`config.mk`:
```
export PLATFORM = sky130hd
export DESIGN_NAME = toy_pe44_feeder
export DESIGN_NICKNAME = d
export VERILOG_FILES = /design/src/rtl/toy_pe44_feeder.sv
export SDC_FILE = /design/constraint.sdc
export NUM_CORES = 1
export LEC_CHECK = 0
export CORE_MARGIN = 2
export CORE_UTILIZATION = 55
export CTS_BUF_LIST = sky130_fd_sc_hd__clkbuf_2
export DETAILED_ROUTE_END_ITERATION = 8
export GPL_TIMING_DRIVEN = 0
export HOLD_SLACK_MARGIN = 0.12
export PLACE_DENSITY = 0.9
export REMOVE_ABC_BUFFERS = 1
export SYNTH_ARGS = -nofsm -noshare
export SYNTH_HDL_FRONTEND = slang
export SYNTH_SLANG_ARGS = --single-unit
```
`constraint.sdc`:
```
create_clock -name clk -period 6.3 [get_ports clk]
set_clock_uncertainty 0.2 [all_clocks]
set_input_delay 1.26 -clock clk [delete_from_list [all_inputs] [get_ports clk]]
set_output_delay 1.26 -clock clk [all_outputs]
set_load 0.03 [all_outputs]
```
`src/rtl/toy_pe44_feeder.sv`:
```
// toy_pe44_feeder: sequences one job of k_len K-steps into the 4x4 PE array.
// Skews lane i of the A-column / B-row stream by i cycles, then runs the
// drain, load and shift-out readout sequence and pulses done.
// Optional: define TOY_FEEDER_PERF_EN to add the stall_cnt output.
module toy_pe44_feeder #(
    parameter int LANES     = 4,
    parameter int DAT_WIDTH = 8,
    parameter int KLEN_W    = 16,
    parameter int DRAIN_CYC = 4,
    parameter int SHIFT_CYC = 4
) (
    input  logic                       clk,
    input  logic                       rst_n,
    input  logic                       start,
    input  logic [KLEN_W-1:0]          k_len,
    input  logic                       in_valid,
    output logic                       in_ready,
    input  logic [LANES*DAT_WIDTH-1:0] a_vec,
    input  logic [LANES*DAT_WIDTH-1:0] b_vec,
    output logic                       din_en,
    output logic [LANES*DAT_WIDTH-1:0] din,
    output logic [LANES*DAT_WIDTH-1:0] din_y,
    output logic                       load_en,
    output logic                       shift_en,
    output logic                       busy,
    output logic                       done
`ifdef TOY_FEEDER_PERF_EN
    ,
    output logic [KLEN_W-1:0]          stall_cnt
`endif
);

    typedef enum logic [2:0] {
        S_IDLE, S_FEED, S_FLUSH, S_DRAIN, S_LOAD, S_SHIFT
    } state_t;

    localparam int CNT_W = 8;
    localparam logic [CNT_W-1:0] FLUSH_LAST = CNT_W'(LANES - 2);
    localparam logic [CNT_W-1:0] DRAIN_LAST = CNT_W'(DRAIN_CYC - 1);
    localparam logic [CNT_W-1:0] SHIFT_LAST = CNT_W'(SHIFT_CYC - 1);

    state_t            state;
    logic [KLEN_W-1:0] klen_q;
    logic [KLEN_W-1:0] beats;
    logic [CNT_W-1:0]  cnt;
    logic              done_pend;
    logic              accept;
    logic              adv;

    assign in_ready = (state == S_FEED) && (beats < klen_q);
    assign accept   = in_valid && in_ready;
    // Skew lines run while beats or flush zeros are moving; otherwise held at 0.
    assign adv      = (state == S_FEED) || (state == S_FLUSH);
    assign busy     = (state != S_IDLE);

    // Job sequencer; outputs are registered and trail the state by one cycle
    // so din_en lines up with the registered skew-line outputs.
    always_ff @(posedge clk or negedge rst_n) begin
        if (!rst_n) begin
            state     <= S_IDLE;
            klen_q    <= '0;
            beats     <= '0;
            cnt       <= '0;
            din_en    <= 1'b0;
            load_en   <= 1'b0;
            shift_en  <= 1'b0;
            done      <= 1'b0;
            done_pend <= 1'b0;
        end else begin
            din_en    <= adv;
            load_en   <= (state == S_LOAD);
            shift_en  <= (state == S_SHIFT);
            done      <= done_pend;
            done_pend <= 1'b0;
            case (state)
                S_IDLE: begin
                    if (start) begin
                        klen_q <= k_len;
                        beats  <= '0;
                        if (k_len == '0) done  <= 1'b1;
                        else             state <= S_FEED;
                    end
                end
                S_FEED: begin
                    if (accept) begin
                        beats <= beats + 1'b1;
                        if (beats == klen_q - 1'b1) begin
                            state <= S_FLUSH;
                            cnt   <= '0;
                        end
                    end
                end
                S_FLUSH: begin
                    if (cnt == FLUSH_LAST) begin
                        state <= S_DRAIN;
                        cnt   <= '0;
                    end else begin
                        cnt <= cnt + 1'b1;
                    end
                end
                S_DRAIN: begin
                    if (cnt == DRAIN_LAST) begin
                        state <= S_LOAD;
                        cnt   <= '0;
                    end else begin
                        cnt <= cnt + 1'b1;
                    end
                end
                S_LOAD: begin
                    state <= S_SHIFT;
                    cnt   <= '0;
                end
                S_SHIFT: begin
                    if (cnt == SHIFT_LAST) begin
                        state     <= S_IDLE;
                        done_pend <= 1'b1;
                    end else begin
                        cnt <= cnt + 1'b1;
                    end
                end
                default: state <= S_IDLE;
            endcase
        end
    end

    // Per-lane delay lines: lane i holds i+1 stages, so lane 0 is a single
    // register and lane i trails lane 0 by exactly i cycles. A bubble enters
    // as zero on every lane, keeping row and column products aligned.
    for (genvar i = 0; i < LANES; i++) begin : g_lane
        logic [i:0][DAT_WIDTH-1:0] sr_a;
        logic [i:0][DAT_WIDTH-1:0] sr_b;
        logic [DAT_WIDTH-1:0]      a_in;
        logic [DAT_WIDTH-1:0]      b_in;

        assign a_in = accept ? a_vec[i*DAT_WIDTH +: DAT_WIDTH] : '0;
        assign b_in = accept ? b_vec[i*DAT_WIDTH +: DAT_WIDTH] : '0;

        // Shift while feeding/flushing, clear otherwise so drain sees zeros.
        always_ff @(posedge clk or negedge rst_n) begin
            if (!rst_n) begin
                sr_a <= '0;
                sr_b <= '0;
            end else if (adv) begin
                sr_a[0] <= a_in;
                sr_b[0] <= b_in;
                for (int j = 1; j <= i; j++) begin
                    sr_a[j] <= sr_a[j-1];
                    sr_b[j] <= sr_b[j-1];
                end
            end else begin
                sr_a <= '0;
                sr_b <= '0;
            end
        end

        assign din[i*DAT_WIDTH +: DAT_WIDTH]   = sr_a[i];
        assign din_y[i*DAT_WIDTH +: DAT_WIDTH] = sr_b[i];
    end

`ifdef TOY_FEEDER_PERF_EN
    // Counts FEED cycles where the feeder waited on upstream.
    always_ff @(posedge clk or negedge rst_n) begin
        if (!rst_n)                         stall_cnt <= '0;
        else if (state == S_IDLE && start)  stall_cnt <= '0;
        else if (in_ready && !in_valid)     stall_cnt <= stall_cnt + 1'b1;
    end
`endif

endmodule

```
==> results of run 1 <==
[registers in the layout (all words and copies together) (netlist names)]
register / flops
din_y: 24
state: 3
shift_en: 1
done: 1
g_lane.sr_a: 56
cnt: 8
load_en: 1
din: 24
din_en: 1
g_lane.sr_b: 56
klen_q: 16
done_pend: 1
beats: 16
[power by group]
| part | total (mW) | internal [mW] | switching [mW] |
|---|---|---|---|
| clock | 0.798 | 0.297 | 0.502 |
| combinational | 0.294 | 0.148 | 0.146 |
| sequential | 1.45 | 1.40 | 0.0468 |
| total | 2.54 | 1.85 | 0.695 |
[worst max-delay path: stages, from the launching register on]
cell	delay, ps
dfrtp_1	420
inv_1	110
ha_1	290
nor2b_1	120
o211ai_1	170
a21oi_1	140
o31ai_4	810
buf_16	230
and2_1	130
clkdlybuf4s50_1	670
[placed cells by master (no fill, tap or decap), types with 4 or more instances in the layout]
master and n:
xnor2_1 11, xor2_1 9, clkbuf_2 70, o31ai_1 4, ha_1 20, clkdlybuf4s50_1 152, nor4_1 5, o21ai_0 42
nand2_1 35, inv_1 23, a21oi_1 23, o211ai_1 4, or3_1 12, and2_1 103, clkinv_1 8, dfrtp_1 208
and3_1 68, nand4_1 12, or3b_2 4, nand3_1 12, nor3_1 8, nor2_1 17
[layout make-up]
cell class / count / area (µm²)
fill: 1053 / 4740
inverter: 23 / 86.3
multi-input combinational: 441 / 2880
clock buffer: 70 / 350
antenna: 1 / 2.50
tap: 211 / 264
timing repair buffer: 159 / 1670
sequential: 208 / 5200
clock inverter: 11 / 51.3
[per-layer routing]
layer	track usage, %	vias up
met5	0	-
met4	8.57	0
met3	5.74	23
met2	36.7	152
met1	26.5	2844
li1	-	2784
[worst max path at each step]
stage                                        end  slack (ps)                   from
detailed placement                      in_ready        1740  klen_q[6]$_DFFE_PN0P_
CTS                                     in_ready         890  klen_q[1]$_DFFE_PN0P_
floorplan                               in_ready         730  klen_q[1]$_DFFE_PN0P_
global route                            in_ready         680  klen_q[6]$_DFFE_PN0P_
global placement    g_lane[3].sr_a[16]$_DFF_PN0_       -4450                  rst_n
finish                                  in_ready         960  klen_q[1]$_DFFE_PN0P_
[cell families (layout without fill, tap and decap cells)]
logic type      after synthesis  after routing
simple gates                300            300
flops                       208            208
buf+inv                     106            263
compound gates               98             98
fa+ha+maj                    20             20
xor+xnor                     20             20
mux                           3              3
other cells                   0              1
[stage by stage]
step	util [%]	TNS (ps)	total power [mW]	cell area, µm²
after global placement	65.2	-988650	1.75	9940
after detailed placement	66.2	0	1.77	10100
after global routing	68.9	0	2.68	10500
after floorplan	-	0	1.61	8150
after CTS	68.9	0	2.57	10500
final	68.9	0	2.54	10500
==> results.yml, run 1 <==
synthesis:
  synth_area_um2: 8640
  synth_ff_type: "dfrtp_1"
  yosys.area.top_type: "dfrtp_1"
  synth_most_common_cell: "dfrtp_1"
  avgSynthCellArea_um2: 11.4
  yosys.area.top_type_share_pct: 60.2
  synth_common_cells: "208 x dfrtp_1, 104 x and2_1, 69 x and3_1"
  synthXorXnorAreaFrac_pct: 2.03
  synth_top_family_by_area: "simple AND/OR/NAND/NOR gates"
  synth_compound_area_share_pct: 6.80
  yosys.area_share.simple_pct: 21.0
  ys_warn_count: 0
  synthMuxAreaShare_pct: 0.362
  synth_edf_count: 0
  synthTopCellsByArea: "dfrtp_1 60%, and2_1 7.5%, and3_1 5.0%"
  postSynth.asyncResetShare_pct: 100
  synth_cells: 755
  ys_ff_latch: 208
  ys_seq_area_share_pct: 60.2
  synthAdderAreaFrac_pct: 2.89
  synth.distinct_cells: 56
drt:
  drtPass1Iterations: 4
  vias_per_cell: 5.16
  wl_um: 17200
  vias: 5803
  drc_errors: 0
  drt-met1-wl_um: 7010
  wl_met2_um: 8880
  wl_per_cell_um: 15.3
  drt_iter0_drc: 329
  met3_length_um: 986
  ant_nets: 0
  top_layer: "met4"
power:
  static-leakage-power_nw: 5.01
  cellPowerDensity_nw_per_um2: 242
  ir_drop_mv: 0.151
floorplanning:
  io_pins: 154
  core-area_um2: 15300
  start_util_pct: 56.7
  die_x_um: 129
  fp.dieH_um: 129
  dieArea_um2: 16700
  placementRows: 45
sta:
  final-hold-violation-count: 0
  setup_viol: 0
  slew_headroom_pct: 37.1
  worst_slack_ps: 961
  fmax_ghz: 0.187
  period_minus_slack_ps: 5340
  min_period_over_period_pct: 84.7
  drv_slew: 0
  hold_ws_ps: 209
  rsz0062_at_grt: "false"
  worst_pin_slew_ps: 943
grt:
  grt_pass1_wl_um: 28100
  track_usage_pct: 21.6
  grt_max_degree: 131
  grt.overflow.total: 0
  grt_pass1_vias: 5840
  antenna_found_initial: 1
placement:
  dp_slack_ps: 1740
  place.gp.congestion: 0.866
  hpwl_um: 11700
  portBuffers: 153
  dp_cells: 1042
worst_hold_path:
  holdCritStartpoint: "g_lane[3].sr_b[3]$_DFF_PN0_"
  worstHoldEndpoint: "g_lane[3].sr_b[11]$_DFF_PN0_"
  holdCritPathClass: "reg2reg"
  worstHoldPathCells: 1
setup_path:
  r2r-start: "klen_q[1]$_DFFE_PN0P_"
  ff2ff_path_depth: 10
  critPathKind: "reg2out"
  arrival_ps: 3880
  end_kind: "output port"
  regToRegSetupSlack_ps: 2590
  start_kind: "register"
  required_ps: 4840
  reg2reg_to: "cnt[0]$_DFFE_PN0P_"
  crit_fanout: 25
clock_tree:
  cts_hold_buf: 0
  cts_inserted_buffers: 50
  cts_root_buf: "clkbuf_2"
  clock_path_buffers: 3
  cts_tree: "yes"
  clock-sinks: 208
  clkTransAtPathRegs_ps: 100
  htree_levels: 2
  post_cts_resized: 0
  worstSkewPairLatency_ps: 770
  cts_setup_buffers: 0
finish:
  num-nets-final: 987
  drive_above_1_share_pct: 10.7
  fin_cells: 1124
  areaGrowthSynthToFinish_pct: 21.6
outcome:
  status: "finished clean"
job:
  cap_violations: 0
(Power assumes the default switching activity.)
==> run 2: changes to the inputs <==
--- a/config.mk
+++ b/config.mk
@@ -6,12 +6,12 @@
 export NUM_CORES = 1
 export LEC_CHECK = 0
 export CORE_MARGIN = 2
-export CORE_UTILIZATION = 55
+export CORE_UTILIZATION = 49
 export CTS_BUF_LIST = sky130_fd_sc_hd__clkbuf_2
 export DETAILED_ROUTE_END_ITERATION = 8
 export GPL_TIMING_DRIVEN = 0
 export HOLD_SLACK_MARGIN = 0.12
-export PLACE_DENSITY = 0.9
+export PLACE_DENSITY = 0.85
 export REMOVE_ABC_BUFFERS = 1
 export SYNTH_ARGS = -nofsm -noshare
 export SYNTH_HDL_FRONTEND = slang
==> constraint.sdc (replaced) <==
create_clock -name clk -period 4.6 [get_ports clk]
set_clock_uncertainty 0.2 [all_clocks]
set_input_delay 0.92 -clock clk [delete_from_list [all_inputs] [get_ports clk]]
set_output_delay 0.92 -clock clk [all_outputs]
set_load 0.03 [all_outputs]
==> results.yml, run 2 (synthesis results as in run 1) <==
power:
  p_int_mw: 2.55
  comb_power_share_pct: 11.5
  ir_drop_mv: 0.194
  static-leakage-power_nw: 5.03
  p_sw_share_pct: 27.5
  cellPowerDensity_nw_per_um2: 332
  clkPwrFrac_pct: 31.9
  pwr-share-seq_pct: 56.6
  net-switching-power_mw: 0.964
finish:
  finalInstanceArea_um2: 10600
  top_regs: "g_lane.sr_a (56), g_lane.sr_b (56)"
  fillers: 1405
  areaGrowthSynthToFinish_pct: 22.2
  fin_cells: 1143
  final_cell_mix: "208 x dfrtp_1, 151 x clkdlybuf4s50_1, 103 x and2_1"
  num-nets-final: 991
  drive_above_1_share_pct: 11.3
  final_common_cell: "dfrtp_1"
grt:
  grt_pass1_wl_um: 29400
  grt_max_degree: 117
  grt.overflow.total: 0
  grt_pass1_vias: 6008
  antenna_found_initial: 1
  track_usage_pct: 20.3
drt:
  top_layer: "met4"
  wl_um: 18200
  drt-met1-wl_um: 7440
  vias: 5882
  drtPass1Iterations: 5
  ant_nets: 0
  vias_per_cell: 5.15
  wl_met2_um: 9030
  met3_length_um: 1060
  drc_errors: 0
  drt_iter0_drc: 332
  wl_per_cell_um: 15.9
sta:
  worst_pin_slew_ps: 964
  slew_headroom_pct: 35.6
  min_period_over_period_pct: 94.9
  setup_viol: 0
  final-hold-violation-count: 0
  rsz0062_at_grt: "false"
  worst_slack_ps: 233
  drv_slew: 0
  period_minus_slack_ps: 4370
  fmax_ghz: 0.229
floorplanning:
  fp.dieH_um: 137
  dieArea_um2: 18700
  die_x_um: 137
  core-area_um2: 17300
  placementRows: 48
  start_util_pct: 50.0
  io_pins: 154
worst_hold_path:
  holdCritPathClass: "reg2reg"
  worstHoldPathCells: 1
placement:
  hpwl_um: 12100
  place.gp.congestion: 0.899
  portBuffers: 153
  dp_slack_ps: 470
  placedInstanceArea_um2: 10100
  dp_cells: 1055
outcome:
  status: "finished clean"
setup_path:
  end_kind: "output port"
  required_ps: 3480
  critical_path_buf_inv_count: 3
  cp_slowest_stage_delay_ps: 440
  regToRegSetupSlack_ps: 1220
  crit_fanout: 25
  critPathKind: "reg2out"
  ff2ff_path_depth: 9
  cp.depth: 8
  cp_top_family: "compound AO/OA/AOI/OAI gates"
  path_cells: "inv_1 > ha_1 > a21oi_1 > o211ai_1 > o31ai_4 > buf_16 > and2_1 > dlygate4sd2_1"
  cpMaxStageDelayCell: "dfrtp_1"
  arrival_ps: 3250
  start_kind: "register"
job:
  cap_violations: 0
clock_tree:
  clock-sinks: 208
  clock_path_buffers: 3
  cts_tree: "yes"
  cts_root_buf: "clkbuf_2"
  worstSkewPairLatency_ps: 780
  cts_inserted_buffers: 51
  clkTransAtPathRegs_ps: 100
  htree_levels: 2
[run 2: worst paths after layout]
kind | from | to
min reg2reg | g_lane[1].sr_b[0]$_DFF_PN0_ | din_y[8]$_DFF_PN0_
min | g_lane[1].sr_b[0]$_DFF_PN0_ | din_y[8]$_DFF_PN0_
max | klen_q[11]$_DFFE_PN0P_ | in_ready
max reg2reg | klen_q[14]$_DFFE_PN0P_ | beats[10]$_DFFE_PN0P_
max in group asynchronous | rst_n | g_lane[3].sr_a[23]$_DFF_PN0_
min in group asynchronous | rst_n | g_lane[0].sr_b[7]$_DFF_PN0_
[run 2: repair_timing]
action	in CTS	in global routing
hold buffers	1	0
resized for setup	3	0
endpoints found under the setup margin	1	0
buffers inserted	2	0
endpoints found under the hold margin	92	0
[run 2: worst register-to-register path, cell delays in order (launching register included)]
cell and delay (ps):
dfrtp_1 410, inv_1 80, ha_1 330, a21oi_1 170, o21ai_0 110, nor3_1 410
and2_2 420, nand4_1 410, or4_1 600, a21oi_1 150
[run 2: power by group through the flow]
stage,Clock (mW),Combinational [mW],Sequential (mW)
floorplan,0,0.140,2.06
detailed placement,0,0.404,2.02
global route,1.27,0.445,2.00
finish,1.12,0.403,1.99
global placement,0,0.384,2.02
CTS,1.17,0.408,1.99
[run 2: metal layers]
layer,vias up,global-route usage [%]
met1,2852,24.6
met2,174,33.6
met4,0,10.7
met5,-,0
li1,2804,-
met3,52,4.89
[run 2: through the flow]
stage                     setup TNS [ps]  hold WS [ps]  util [%]  power, mW
after floorplan                   -11750           217         -       2.20
after global placement          -1498150           229      57.6       2.40
after detailed placement               0           232      58.5       2.43
after CTS                              0           226      61.1       3.57
after global routing                   0           234      61.1       3.71
final                                  0           220      61.1       3.51
[run 2: final cells by class]
| type | instances | area [µm²] | share of cell area, % |
|---|---|---|---|
| Tap cell | 225 | 282 | 2.66 |
| Inverter | 23 | 86.3 | 0.817 |
| Multi-Input combinational cell | 442 | 2900 | 27.4 |
| Sequential cell | 208 | 5200 | 49.3 |
| Clock buffer | 74 | 370 | 3.50 |
| Antenna cell | 1 | 2.50 | 0.0237 |
| Timing Repair Buffer | 161 | 1680 | 15.9 |
| Clock inverter | 9 | 42.5 | 0.403 |
==> run 3: changes to the inputs <==
--- a/config.mk
+++ b/config.mk
@@ -5,7 +5,6 @@
 export SDC_FILE = /design/constraint.sdc
 export NUM_CORES = 1
 export LEC_CHECK = 0
-export CORE_MARGIN = 2
 export CORE_UTILIZATION = 49
 export CTS_BUF_LIST = sky130_fd_sc_hd__clkbuf_2
 export DETAILED_ROUTE_END_ITERATION = 8
==> results.yml, run 3 (synthesis results as in run 1) <==
outcome:
  status: "finished clean"
drt:
  drt_iter0_drc: 288
  wl_per_cell_um: 15.6
  ant_nets: 0
  drc_errors: 0
  drtPass1Iterations: 7
  vias: 5861
  vias_per_cell: 5.10
  wl_um: 17900
setup_path:
  start_kind: "register"
  path_cells: "inv_1 > ha_1 > nor2b_1 > o211ai_1 > a21oi_1 > o31ai_4 > buf_16 > and2_1 > dlygate4sd2_1"
  critPathKind: "reg2out"
  required_ps: 3480
  crit_fanout: 31
  end_kind: "output port"
  arrival_ps: 3280
  cp_slowest_stage_delay_ps: 420
  cpMaxStageDelayCell: "dfrtp_1"
grt:
  grt_max_degree: 121
  antenna_found_initial: 1
  grt.overflow.total: 0
  grt_pass1_wl_um: 29200
  grt_pass1_vias: 5886
  track_usage_pct: 20.7
finish:
  areaGrowthSynthToFinish_pct: 22.6
  final_cell_mix: "208 x dfrtp_1, 151 x clkdlybuf4s50_1, 103 x and2_1"
  drive_above_1_share_pct: 11.5
  final_common_cell: "dfrtp_1"
  fin_cells: 1149
  final_util_pct: 61.5
  finalInstanceArea_um2: 10600
  top_regs: "g_lane.sr_a (56), g_lane.sr_b (56)"
  num-nets-final: 991
floorplanning:
  die_x_um: 135
  dieArea_um2: 18200
  core-area_um2: 17200
  io_pins: 154
  fp.dieH_um: 135
  start_util_pct: 50.2
  placementRows: 48
sta:
  worst_slack_ps: 199
  slew_headroom_pct: 41.4
  rsz0062_at_grt: "false"
  worst_pin_slew_ps: 880
  final-hold-violation-count: 0
  period_minus_slack_ps: 4400
  fmax_ghz: 0.227
  drv_slew: 0
  setup_viol: 0
  min_period_over_period_pct: 95.7
power:
  static-leakage-power_nw: 5.05
  total_power_mw: 3.59
  cellPowerDensity_nw_per_um2: 339
  ir_drop_mv: 0.183
clock_tree:
  clkTransAtPathRegs_ps: 110
  htree_levels: 2
  clock_path_buffers: 3
  cts_tree: "yes"
  cts_inserted_buffers: 51
  cts_root_buf: "clkbuf_2"
  worstSkewPairLatency_ps: 820
  clock-sinks: 208
placement:
  place.gp.congestion: 0.852
  placedInstanceArea_um2: 10100
  dp_cells: 1055
  portBuffers: 153
  hpwl_um: 11700
  dp_slack_ps: 313
worst_hold_path:
  holdCritPathClass: "reg2reg"
job:
  cap_violations: 0
[run 3: path summary, 6_finish.rpt]
check,startpoint,slack [ps],cells after the start,to
worst min-delay path,g_lane[2].sr_b[10]$_DFF_PN0_,190,1,din_y[18]$_DFF_PN0_
max in group asynchronous,rst_n,2630,3,state[1]$_DFFE_PN0P_
worst max register to register,klen_q[1]$_DFFE_PN0P_,1190,10,beats[10]$_DFFE_PN0P_
worst max-delay path,klen_q[1]$_DFFE_PN0P_,200,9,in_ready
min in group asynchronous,rst_n,540,2,g_lane[0].sr_b[5]$_DFF_PN0_
worst min register to register,g_lane[2].sr_b[10]$_DFF_PN0_,190,1,din_y[18]$_DFF_PN0_
[run 3: what timing repair did]
action | CTS | global route
resized for setup | 2 | 0
hold endpoints to repair | 88 | 0
endpoints found under the setup margin | 1 | 0
hold buffers | 1 | 0
setup buffers | 2 | 0
[run 3: metrics by stage]
step | hold slack, ps | TNS, ps
finish | 186 | 0
global placement | 229 | -1474950
floorplan | 217 | -11750
global route | 213 | 0
detailed placement | 233 | 0
CTS | 219 | 0
[run 3: routing by layer]
layer | vias to the layer above | global-route usage (%) | wire length, µm
li1 | 2807 | - | -
met1 | 2841 | 24.7 | 7170
met2 | 177 | 35.5 | 9250
met3 | 36 | 5.63 | 1050
met4 | 0 | 8.49 | 416
met5 | - | 0 | 0
[run 3: power breakdown]
| part | total (mW) | switching (mW) | internal [mW] |
|---|---|---|---|
| clock | 1.21 | 0.715 | 0.495 |
| sequential | 1.98 | 0.0621 | 1.92 |
| combinational | 0.401 | 0.200 | 0.202 |
| total | 3.59 | 0.977 | 2.62 |
[run 3: critical path: cells and delay by family (launching register included)]
family,cells,cell delay [ps]
buffers and inverters,3,700
AND/OR/NAND/NOR,2,270
flip-flops,1,420
AO/OA/AOI/OAI,3,780
adder cells (fa/ha/maj),1,290
[run 3: cell type report]
type	instances	area, µm²
diodes	1	2.50
clock buffers	75	375
clock inverters	14	90.1
fillers	1381	6640
inverters	23	86.3
multi-input cells	442	2890
flip-flops and latches	208	5200
well taps	225	282
repair buffers	161	1670
